`config.mk`:
```
export PLATFORM = sky130hd
export DESIGN_NAME = mul_seq_nbits
export DESIGN_NICKNAME = d
export VERILOG_FILES = /design/src/rtl/mul_seq_nbits_pkg.sv /design/src/rtl/full_adder.sv /design/src/rtl/mul_step.sv /design/src/rtl/mul_seq_nbits.sv
export SDC_FILE = /design/constraint.sdc
export NUM_CORES = 1
export LEC_CHECK = 0
export ABC_CLOCK_PERIOD_IN_PS = 6500
export CORE_UTILIZATION = 63
export DETAILED_ROUTE_END_ITERATION = 12
export DONT_BUFFER_PORTS = 1
export GPL_TIMING_DRIVEN = 0
export PLACE_DENSITY = 0.88
export SYNTH_ARGS = -nofsm -noshare
export SYNTH_HDL_FRONTEND = slang
export SYNTH_HIERARCHICAL = 1
export SYNTH_SLANG_ARGS = --single-unit
```
`constraint.sdc`:
```
create_clock -name clk -period 6.5 [get_ports clk]
set_input_delay 1.3 -clock clk [delete_from_list [all_inputs] [get_ports clk]]
set_output_delay 1.3 -clock clk [all_outputs]
set_load 0.02 [all_outputs]
```
`src/rtl/mul_seq_nbits_pkg.sv`:
```
// Shared definitions for the sequential multiplier family.
// State encodings are fixed so future mul/div sequencers decode them identically.
package mul_seq_nbits_pkg;

  typedef enum logic [1:0] {
    MS_IDLE = 2'd0,
    MS_CALC = 2'd1,
    MS_DONE = 2'd2
  } ms_state_e;

  localparam int MUL_DEFAULT_WIDTH = 8;

endpackage

```
`src/rtl/full_adder.sv`:
```
// Single-bit full adder cell used by the ripple adders of the multiplier datapath.
module full_adder (
  input  logic a_i,
  input  logic b_i,
  input  logic c_i,
  output logic s_o,
  output logic c_o
);

  assign s_o = a_i ^ b_i ^ c_i;
  assign c_o = (a_i & b_i) | (c_i & (a_i ^ b_i));

endmodule

```
`src/rtl/mul_step.sv`:
```
// One shift-add iteration: conditionally add mplier into acc, then shift {acc,mcand} right by one.
module mul_step #(
  parameter int WIDTH = 8
) (
  input  logic [WIDTH:0]   acc_i,
  input  logic [WIDTH-1:0] mcand_i,
  input  logic [WIDTH-1:0] mplier_i,
  output logic [WIDTH:0]   acc_o,
  output logic [WIDTH-1:0] mcand_o
);

  logic [WIDTH-1:0] addend;
  logic [WIDTH:0]   carry;
  logic [WIDTH:0]   sum;

  assign addend   = mcand_i[0] ? mplier_i : '0;
  assign carry[0] = 1'b0;

  generate
    for (genvar gi = 0; gi < WIDTH; gi++) begin : g_fa
      full_adder u_fa (
        .a_i (acc_i[gi]),
        .b_i (addend[gi]),
        .c_i (carry[gi]),
        .s_o (sum[gi]),
        .c_o (carry[gi+1])
      );
    end
  endgenerate

  // acc enters each step below 2^WIDTH, so the top bit only ever absorbs the carry.
  assign sum[WIDTH] = acc_i[WIDTH] ^ carry[WIDTH];

  assign acc_o   = {1'b0, sum[WIDTH:1]};
  assign mcand_o = {sum[0], mcand_i[WIDTH-1:1]};

endmodule

```
`src/rtl/mul_seq_nbits.sv`:
```
// Sequential shift-add multiplier, WIDTH x WIDTH -> 2*WIDTH, one partial product per clock,
// with per-operation signed/unsigned mode and valid/ready handshakes on both sides.
module mul_seq_nbits
  import mul_seq_nbits_pkg::*;
#(
  parameter int WIDTH = MUL_DEFAULT_WIDTH
) (
  input  logic               clk,
  input  logic               rst_n,
  input  logic               in_valid,
  output logic               in_ready,
  input  logic [WIDTH-1:0]   x,
  input  logic [WIDTH-1:0]   y,
  input  logic               is_signed,
  output logic               out_valid,
  input  logic               out_ready,
  output logic [2*WIDTH-1:0] out,
  output logic               busy
);

  localparam int CW = $clog2(WIDTH + 1);

  ms_state_e            state_q;
  logic [CW-1:0]        cnt_q;
  logic [WIDTH:0]       acc_q;
  logic [WIDTH-1:0]     mcand_q;
  logic [WIDTH-1:0]     mplier_q;
  logic                 neg_q;
  logic [2*WIDTH-1:0]   out_q;
  logic                 out_valid_q;
  logic                 in_ready_q;
  logic                 busy_q;

  logic [WIDTH:0]       acc_d;
  logic [WIDTH-1:0]     mcand_d;
  logic [2*WIDTH-1:0]   prod_d;
  logic [2*WIDTH-1:0]   out_d;
  logic                 x_neg;
  logic                 y_neg;
  logic [WIDTH-1:0]     x_mag;
  logic [WIDTH-1:0]     y_mag;

  // Negating the most negative value wraps to 2^(WIDTH-1), which is the correct unsigned magnitude.
  assign x_neg = is_signed & x[WIDTH-1];
  assign y_neg = is_signed & y[WIDTH-1];
  assign x_mag = x_neg ? -x : x;
  assign y_mag = y_neg ? -y : y;

  mul_step #(.WIDTH(WIDTH)) u_step (
    .acc_i    (acc_q),
    .mcand_i  (mcand_q),
    .mplier_i (mplier_q),
    .acc_o    (acc_d),
    .mcand_o  (mcand_d)
  );

  assign prod_d = {acc_d[WIDTH-1:0], mcand_d};
  assign out_d  = neg_q ? -prod_d : prod_d;

  always_ff @(posedge clk or negedge rst_n) begin
    if (!rst_n) begin
      state_q     <= MS_IDLE;
      cnt_q       <= '0;
      acc_q       <= '0;
      mcand_q     <= '0;
      mplier_q    <= '0;
      neg_q       <= 1'b0;
      out_q       <= '0;
      out_valid_q <= 1'b0;
      in_ready_q  <= 1'b0;
      busy_q      <= 1'b0;
    end else begin
      case (state_q)
        MS_IDLE: begin
          if (in_valid && in_ready_q) begin
            acc_q      <= '0;
            cnt_q      <= '0;
            mcand_q    <= x_mag;
            mplier_q   <= y_mag;
            neg_q      <= x_neg ^ y_neg;
            in_ready_q <= 1'b0;
            busy_q     <= 1'b1;
            state_q    <= MS_CALC;
          end else begin
            in_ready_q <= 1'b1;
          end
        end
        MS_CALC: begin
          acc_q   <= acc_d;
          mcand_q <= mcand_d;
          cnt_q   <= cnt_q + 1'b1;
          if (cnt_q == CW'(WIDTH - 1)) begin
            out_q       <= out_d;
            out_valid_q <= 1'b1;
            state_q     <= MS_DONE;
          end
        end
        MS_DONE: begin
          if (out_ready) begin
            out_valid_q <= 1'b0;
            busy_q      <= 1'b0;
            in_ready_q  <= 1'b1;
            state_q     <= MS_IDLE;
          end
        end
        default: begin
          out_valid_q <= 1'b0;
          busy_q      <= 1'b0;
          in_ready_q  <= 1'b0;
          state_q     <= MS_IDLE;
        end
      endcase
    end
  end

  assign in_ready  = in_ready_q;
  assign out_valid = out_valid_q;
  assign out       = out_q;
  assign busy      = busy_q;

endmodule

```
; ---- Word-level counts from Yosys, hierarchy flattened
; Index checks and enable logic that the tools add are counted.
[op_classes]
n_addsub = 4
n_mul = 0
n_div = 0
n_lt_le_gt_ge = 0
n_eq_ne = 6
shifts = 0
muxes = 22
bitwise_logic = 43
n_reduce_logical = 10
[op_table]
columns = operator, count
row1 = 8-bit 2-to-1 mux, 4
row2 = 9-bit one-hot mux with 2 select lines, 1
row3 = 1-bit AND, 17
row4 = 1-bit bitwise XOR, 17
row5 = 16-bit 2-to-1 mux, 1
row6 = 16-bit negator, 1
row7 = 8-bit negator, 2
row8 = 8-bit one-hot mux with 2 select lines, 1
row9 = 9-bit 2-to-1 mux, 1
row10 = 1-bit one-hot mux with 3 select lines, 3
row11 = 3-bit AND reduction, 3
row12 = 4-bit one-hot mux with 2 select lines, 1
row13 = 2-bit AND reduction, 4
row14 = 1-bit bitwise OR, 7
row15 = 2-bit 2-to-1 mux, 3
row16 = "2-bit inequality test, second input constant", 3
row17 = 2-bit one-hot mux with 3 select lines, 1
row18 = 1-bit 2-to-1 mux, 5
row19 = "4-bit by 1-bit adder with 4-bit output, second input constant", 1
row20 = "4-bit by 3-bit == test with 1-bit output, second input constant", 1
row21 = 4-bit 2-to-1 mux, 1
row22 = "2-bit by 1-bit == test with 1-bit output, second input constant", 1
row23 = "2-bit == test, second input constant", 1
row24 = 2-bit logical NOT, 1
row25 = 3 further kinds, 4
[word_totals]
ff_bits = 51
latchBits = 0
mem_bits_rw = 0
romBits = 0
output_inout_bits = 19
word_cells = 95
n_memories = 0

; ---- Depth between registers and ports, before layout
[depth]
word_depth = 19
depth_mapped = 12

; ---- Cells and area by module
; Netlist, hierarchy kept.
[by_module_without_submodules]
columns = module, instances, cells_each, area_each_um2, seq_area_each_um2
row1 = mul_seq_nbits, 1, 277, 2531.2, 1276.2
row2 = full_adder, 8, 1, 20.0, 0.0
row3 = mul_step, 1, 18, 122.6, 0.0

; ---- Worst setup path after synthesis
; OpenSTA, ideal clock, no wires.
[synth_path]
path_kind = register to register
from = register mcand_q[0]
to = register out_q[15] (netlist: out[15])
setup_time_ps = 130
arrival_time_ps = 4378
slack_ps = 1991
stages_incl_launch_ff = 13
synth_period_minus_slack_ps = 4509
path_cell_list = dfrtp_1 and2_1 fa_1 fa_1 fa_1 fa_1 fa_1 fa_1 fa_1 or4_4 o31ai_1 xor2_1 o21ai_1
[synth_via]
word_cells_on_any_way = 41
[synth_lines]
columns = item, line
row1 = start: declaration, mul_seq_nbits.sv:26  ; logic [WIDTH-1:0] mcand_q;
row2 = start signal: assignment, mul_seq_nbits.sv:78  ; mcand_q <= x_mag;
row3 = start signal: assignment, mul_seq_nbits.sv:90  ; mcand_q <= mcand_d;
row4 = 8-bit 2-to-1 mux, mul_step.sv:16  ; assign addend = mcand_i[0] ? mplier_i : '0;
row5 = via u_step.addend[0], mul_step.sv:12  ; logic [WIDTH-1:0] addend;
row6 = 1-bit AND, full_adder.sv:11  ; assign c_o = (a_i & b_i) | (c_i & (a_i ^ b_i));
row7 = via u_step.carry[1], mul_step.sv:13  ; logic [WIDTH:0] carry;
row8 = 1-bit AND, full_adder.sv:11
row9 = 1-bit bitwise OR, full_adder.sv:11
row10 = via u_step.carry[2], mul_step.sv:13
row11 = 1-bit AND, full_adder.sv:11
row12 = [... 1 more ...], -
row13 = via u_step.carry[3], mul_step.sv:13
row14 = [... 2 more ...], -
row15 = via u_step.carry[4], mul_step.sv:13
row16 = [... 2 more ...], -
row17 = via u_step.carry[5], mul_step.sv:13
row18 = 1-bit AND, full_adder.sv:11
row19 = 1-bit bitwise OR, full_adder.sv:11
row20 = via u_step.carry[6], mul_step.sv:13
row21 = 1-bit bitwise XOR, full_adder.sv:10  ; assign s_o = a_i ^ b_i ^ c_i;
row22 = via acc_d[5], mul_seq_nbits.sv:34  ; logic [WIDTH:0] acc_d;
row23 = 16-bit negator, mul_seq_nbits.sv:58  ; assign out_d = neg_q ? -prod_d : prod_d;
row24 = 16-bit 2-to-1 mux, mul_seq_nbits.sv:58
row25 = end signal: assignment, mul_seq_nbits.sv:93  ; out_q <= out_d;
row26 = end: declaration, mul_seq_nbits.sv:29  ; logic [2*WIDTH-1:0] out_q;
; The timed path passes the listed nets, and every way through them passes these cells.
; A chain may end at the register's enable or synchronous reset.

; ---- Final worst setup path
[layout_path]
from = register mcand_q[0]
to = register out_q[14] (netlist: out[14])
; Same word-level chain as after synthesis.

==> impl.org <==
** Synthesis
- Among all flip-flop cells after synthesis, the most frequent one is sky130_fd_sc_hd__dfrtp_1.
- After synthesis, the largest area contributor takes up 45.4% of total cell area.
- By area the synthesized netlist is led by sky130_fd_sc_hd__dfrtp_1, sky130_fd_sc_hd__nand2_1, sky130_fd_sc_hd__o21ai_0, sky130_fd_sc_hd__fa_1, sky130_fd_sc_hd__xor2_1.
- A synthesized cell averages 9.29 um^2.
- Yosys printed 6 warnings.
- Unique masters post-synth :: 37
- Cell count after synthesis :: 303
- After synthesis, flip-flops and latches occupy 45.4% of the total area.
- Of all cell types, the one taking the most synthesized area is sky130_fd_sc_hd__dfrtp_1.
- For this run, asynchronously set or reset flops after synthesis account for 100%.
- Number of synthesized flops with an enable pin :: 0
- The synthesized netlist occupies a cell area of 2810 um^2.
- Number of synthesized register bits :: 51

** Run status
- The flow ran to the end, and the final reports show no timing, DRC or antenna violations.

** Hold path
- Depth of the worst hold-timing path :: 2
- Startpoint of the worst hold path :: mplier_q[0]
- Destination of the worst hold path :: mplier_q[0]
- The tightest min-delay check is of the reg2reg type.

** STA
- Setup total negative slack on the finished layout was measured at 0 ns.
- Slew of the pin with the lowest slew margin :: 0.658 ns
- Final setup viols :: 0
- Min Clock Period, post-route :: 4.79 ns
- Peak clock frequency supported by timing :: 209 MHz
- Final period utilization :: 73.7%
- Hold_ws :: 0.474 ns
- Measured against its own limit, the worst slew margin works out to 55.9%.
- Setup repair after global routing missed its margin :: no
- The final number of max-transition violations was 0.
- Setup Skew :: 0.0111 ns
- Number of hold violations in the final report :: 0

** Pwr
- Worst ir drop on vdd :: 0.224 mV
- Static leakage :: 1.33 nW
- For this design the ratio of total power to cell area is 519 nW/um^2.

** Floorplanning
- Initial core utilization :: 67.9%
- Horizontal die dimension :: 68.8 um
- Count of pins on the block boundary :: 40
- The floorplan step defined a core boundary enclosing 4140 um^2.
- The floorplan step defined a die boundary enclosing 4740 um^2.
- Die H :: 68.8 um
- Std-Cell Rows :: 23

** Clock network
- Post-CTS repair changed the size of 0 cells.
- Post-CTS timing repair inserted 0 buffers for setup.
- # hold bufs at CTS :: 0
- At the later pin of the worst-skew pair, clock insertion delay measures 0.31 ns.
- Clock-pin slew reported for the worst setup and hold paths after clock tree synthesis :: 0.10 ns
- H-tree depth reported by CTS :: 2
- Counting along the longest clock path gives a buffer depth of 2.
- Number of buffers added by the clock tree synthesis step :: 5
- CTS root buffer :: sky130_fd_sc_hd__clkbuf_8
- Clock tree from TritonCTS :: yes
- Sinks on Clock Net :: 51

** Cells and area
- Antenna diode count :: 0
- Of the cells placed in the final design, the portion with a size suffix greater than 1 is 6.09%.
- At the end of the flow, the number of nets in the layout was 344.
- The layout has 332 filler cells.
- For this run, the share of the core covered by cells in the final layout is 71.9%.
- For this run, the number of standard cells in the final layout without fillers is 362.
- From synthesis to final layout, the design area changed by 5.87%.

** Routing
- The count of nets left with antenna violations once routing finished came out at 0.
- In the final routed layout, each cell accounts on average for 15.4 um.
- Number of iterations in the first detailed-routing pass :: 4
- Starting DRT DRC Count :: 139
- In the routed layout, each cell is associated on average with a via count of 5.84.
- Total via count after detailed routing :: 2113
- Wires add up to 5590 um.
- After detailed routing, the number of remaining DRC violations is 0.

** Critical path
- Logic depth of the worst register-to-register path :: 12
- Beginning of the critical path :: mcand_q[0]
- The worst setup path is captured at a flip-flop.
- Endpoint of the lowest-slack register-to-register path :: out[14]
- Worst reg2reg path startpoint :: mcand_q[0]
- STA puts the critical path data required time at 6.69 ns.
- Startpoint kind of the worst setup timing path :: flip-flop
- Data arrives at the worst endpoint at 4.98 ns.
- The critical path is of the reg2reg type.
- In this run the worst path has a maximum fanout of 9.
- Worst reg-to-reg setup slack :: 1.71 ns

** Placement
- Detail Placement HPWL :: 4270 um
- During placement, the flow inserted port buffers numbering 0.
- Post-Place Cells :: 354
- The congestion estimate from routability-driven global placement came to 0.906.

** GRT
- Combined global-route utilization of all metal layers :: 27.0%
- Antenna violations before repair :: 0
- The number of global-route vias before repair was 2018.
- The total overflow left after global routing is 0.
- Global-route wire length before repair :: 9090 um
- Entering global routing, the biggest net connects 52 pins.

** Flow run
- Number of max-cap violations :: 0
state kept, by name (all words and copies together) (netlist names):
name,cells
out,16
acc_q,9
mcand_q,8
mplier_q,8
cnt_q,4
state_q,2
busy,1
in_ready,1
neg_q,1
out_valid,1
layout by cell type, fill, tap and decap left out, types with 3 or more instances in the layout:
master	netlist	routed
sky130_fd_sc_hd__clkbuf_8	0	6
sky130_fd_sc_hd__ha_1	4	4
sky130_fd_sc_hd__o31ai_1	6	6
sky130_fd_sc_hd__xor2_1	18	18
sky130_fd_sc_hd__o21ai_0	38	38
sky130_fd_sc_hd__nand2b_1	3	3
sky130_fd_sc_hd__buf_4	8	8
sky130_fd_sc_hd__nor3_1	3	3
sky130_fd_sc_hd__inv_1	7	7
sky130_fd_sc_hd__or3_1	6	6
sky130_fd_sc_hd__xnor2_1	8	8
sky130_fd_sc_hd__nor2_1	17	17
sky130_fd_sc_hd__and2_1	8	8
sky130_fd_sc_hd__a21oi_1	7	7
sky130_fd_sc_hd__nand2_1	57	57
sky130_fd_sc_hd__clkbuf_1	13	13
sky130_fd_sc_hd__nand3_1	7	7
sky130_fd_sc_hd__o41ai_1	5	5
sky130_fd_sc_hd__fa_1	8	8
sky130_fd_sc_hd__mux2i_1	3	3
sky130_fd_sc_hd__a22oi_1	6	6
sky130_fd_sc_hd__dfrtp_1	51	51
cells in the mapped netlist, types with 2 or more instances:
cell and n:
sky130_fd_sc_hd__o41ai_1 5, sky130_fd_sc_hd__nand2_1 57, sky130_fd_sc_hd__xnor2_1 8, sky130_fd_sc_hd__dfrtp_1 51, sky130_fd_sc_hd__xor2_1 18, sky130_fd_sc_hd__ha_1 4, sky130_fd_sc_hd__or4_4 2, sky130_fd_sc_hd__nand3_1 7
sky130_fd_sc_hd__mux2i_1 3, sky130_fd_sc_hd__or3_1 6, sky130_fd_sc_hd__a22oi_1 6, sky130_fd_sc_hd__a21oi_1 7, sky130_fd_sc_hd__and2_1 8, sky130_fd_sc_hd__nand2b_1 3, sky130_fd_sc_hd__clkbuf_1 13, sky130_fd_sc_hd__fa_1 8
sky130_fd_sc_hd__nor2b_1 2, sky130_fd_sc_hd__o21ai_0 38, sky130_fd_sc_hd__o21ai_1 2, sky130_fd_sc_hd__nor3_1 3, sky130_fd_sc_hd__buf_4 8, sky130_fd_sc_hd__nor2_1 17, sky130_fd_sc_hd__o221ai_1 2, sky130_fd_sc_hd__o31ai_1 6
sky130_fd_sc_hd__inv_1 7
cell type report:
cell class	count	area, um^2	share of cell area (%)
tap	50	62.6	2.10
multi-input combinational	224	1400	47.1
sequential	51	1280	42.8
inverter	7	26.3	0.882
clock buffer	6	82.6	2.77
clock inverter	2	16.3	0.546
buffer	22	113	3.78
power by group:
| group | total, mW | internal [mW] | switching [mW] |
|---|---|---|---|
| combinational | 0.700 | 0.290 | 0.410 |
| sequential | 0.650 | 0.471 | 0.180 |
| clock | 0.196 | 0.0870 | 0.109 |
metrics by stage:
step	total power, mW	worst slack, ns	instance area, um^2
detailed placement	1.35	1.73	2880
floorplan	1.18	1.99	2820
global placement	1.30	1.83	2880
finish	1.55	1.71	2980
global route	1.69	1.52	2980
CTS	1.55	1.72	2980
critical path, stage by stage, from the launching register on:
cell,delay [ns]
sky130_fd_sc_hd__dfrtp_1,0.46
sky130_fd_sc_hd__and2_1,0.19
sky130_fd_sc_hd__fa_1,0.42
sky130_fd_sc_hd__fa_1,0.39
sky130_fd_sc_hd__fa_1,0.39
sky130_fd_sc_hd__fa_1,0.40
sky130_fd_sc_hd__fa_1,0.39
sky130_fd_sc_hd__fa_1,0.39
sky130_fd_sc_hd__fa_1,0.50
sky130_fd_sc_hd__or4_4,0.56
sky130_fd_sc_hd__o31ai_1,0.31
sky130_fd_sc_hd__xor2_1,0.19
sky130_fd_sc_hd__o21ai_1,0.08
cell families (layout without fill, tap and decap cells):
| kind of cell | Yosys count | after routing | synth area share [%] |
|---|---|---|---|
| AO/OA/AOI/OAI | 72 | 72 | 15.3 |
| XOR/XNOR | 26 | 26 | 8.09 |
| adder cells (fa/ha/maj) | 12 | 12 | 7.47 |
| buffers and inverters | 29 | 37 | 4.94 |
| flip-flops | 51 | 51 | 45.4 |
| multiplexers | 3 | 3 | 1.07 |
| other | 1 | 2 | 0.133 |
| AND/OR/NAND/NOR | 109 | 109 | 17.6 |
worst max-delay path by stage:
stage / cells past startpoint / slack (ns) / endpoint
after floorplan: 12 / 1.99 / out[15]
after global placement: 12 / 1.83 / out[15]
after detailed placement: 12 / 1.73 / out[14]
after CTS: 12 / 1.72 / out[14]
after global routing: 12 / 1.52 / out[14]
final: 12 / 1.71 / out[14]
routing by layer:
metal / vias to the layer above / share of wire, % / global-route usage [%]
met3: 12 / 4.6 / 4.93
met4: 0 / 1.9 / 10.7
li1: 1034 / - / -
met1: 999 / 45 / 35.5
met5: - / 0 / 0
met2: 68 / 48 / 44.1
No activity file was read; power rests on OpenSTA's default activity.
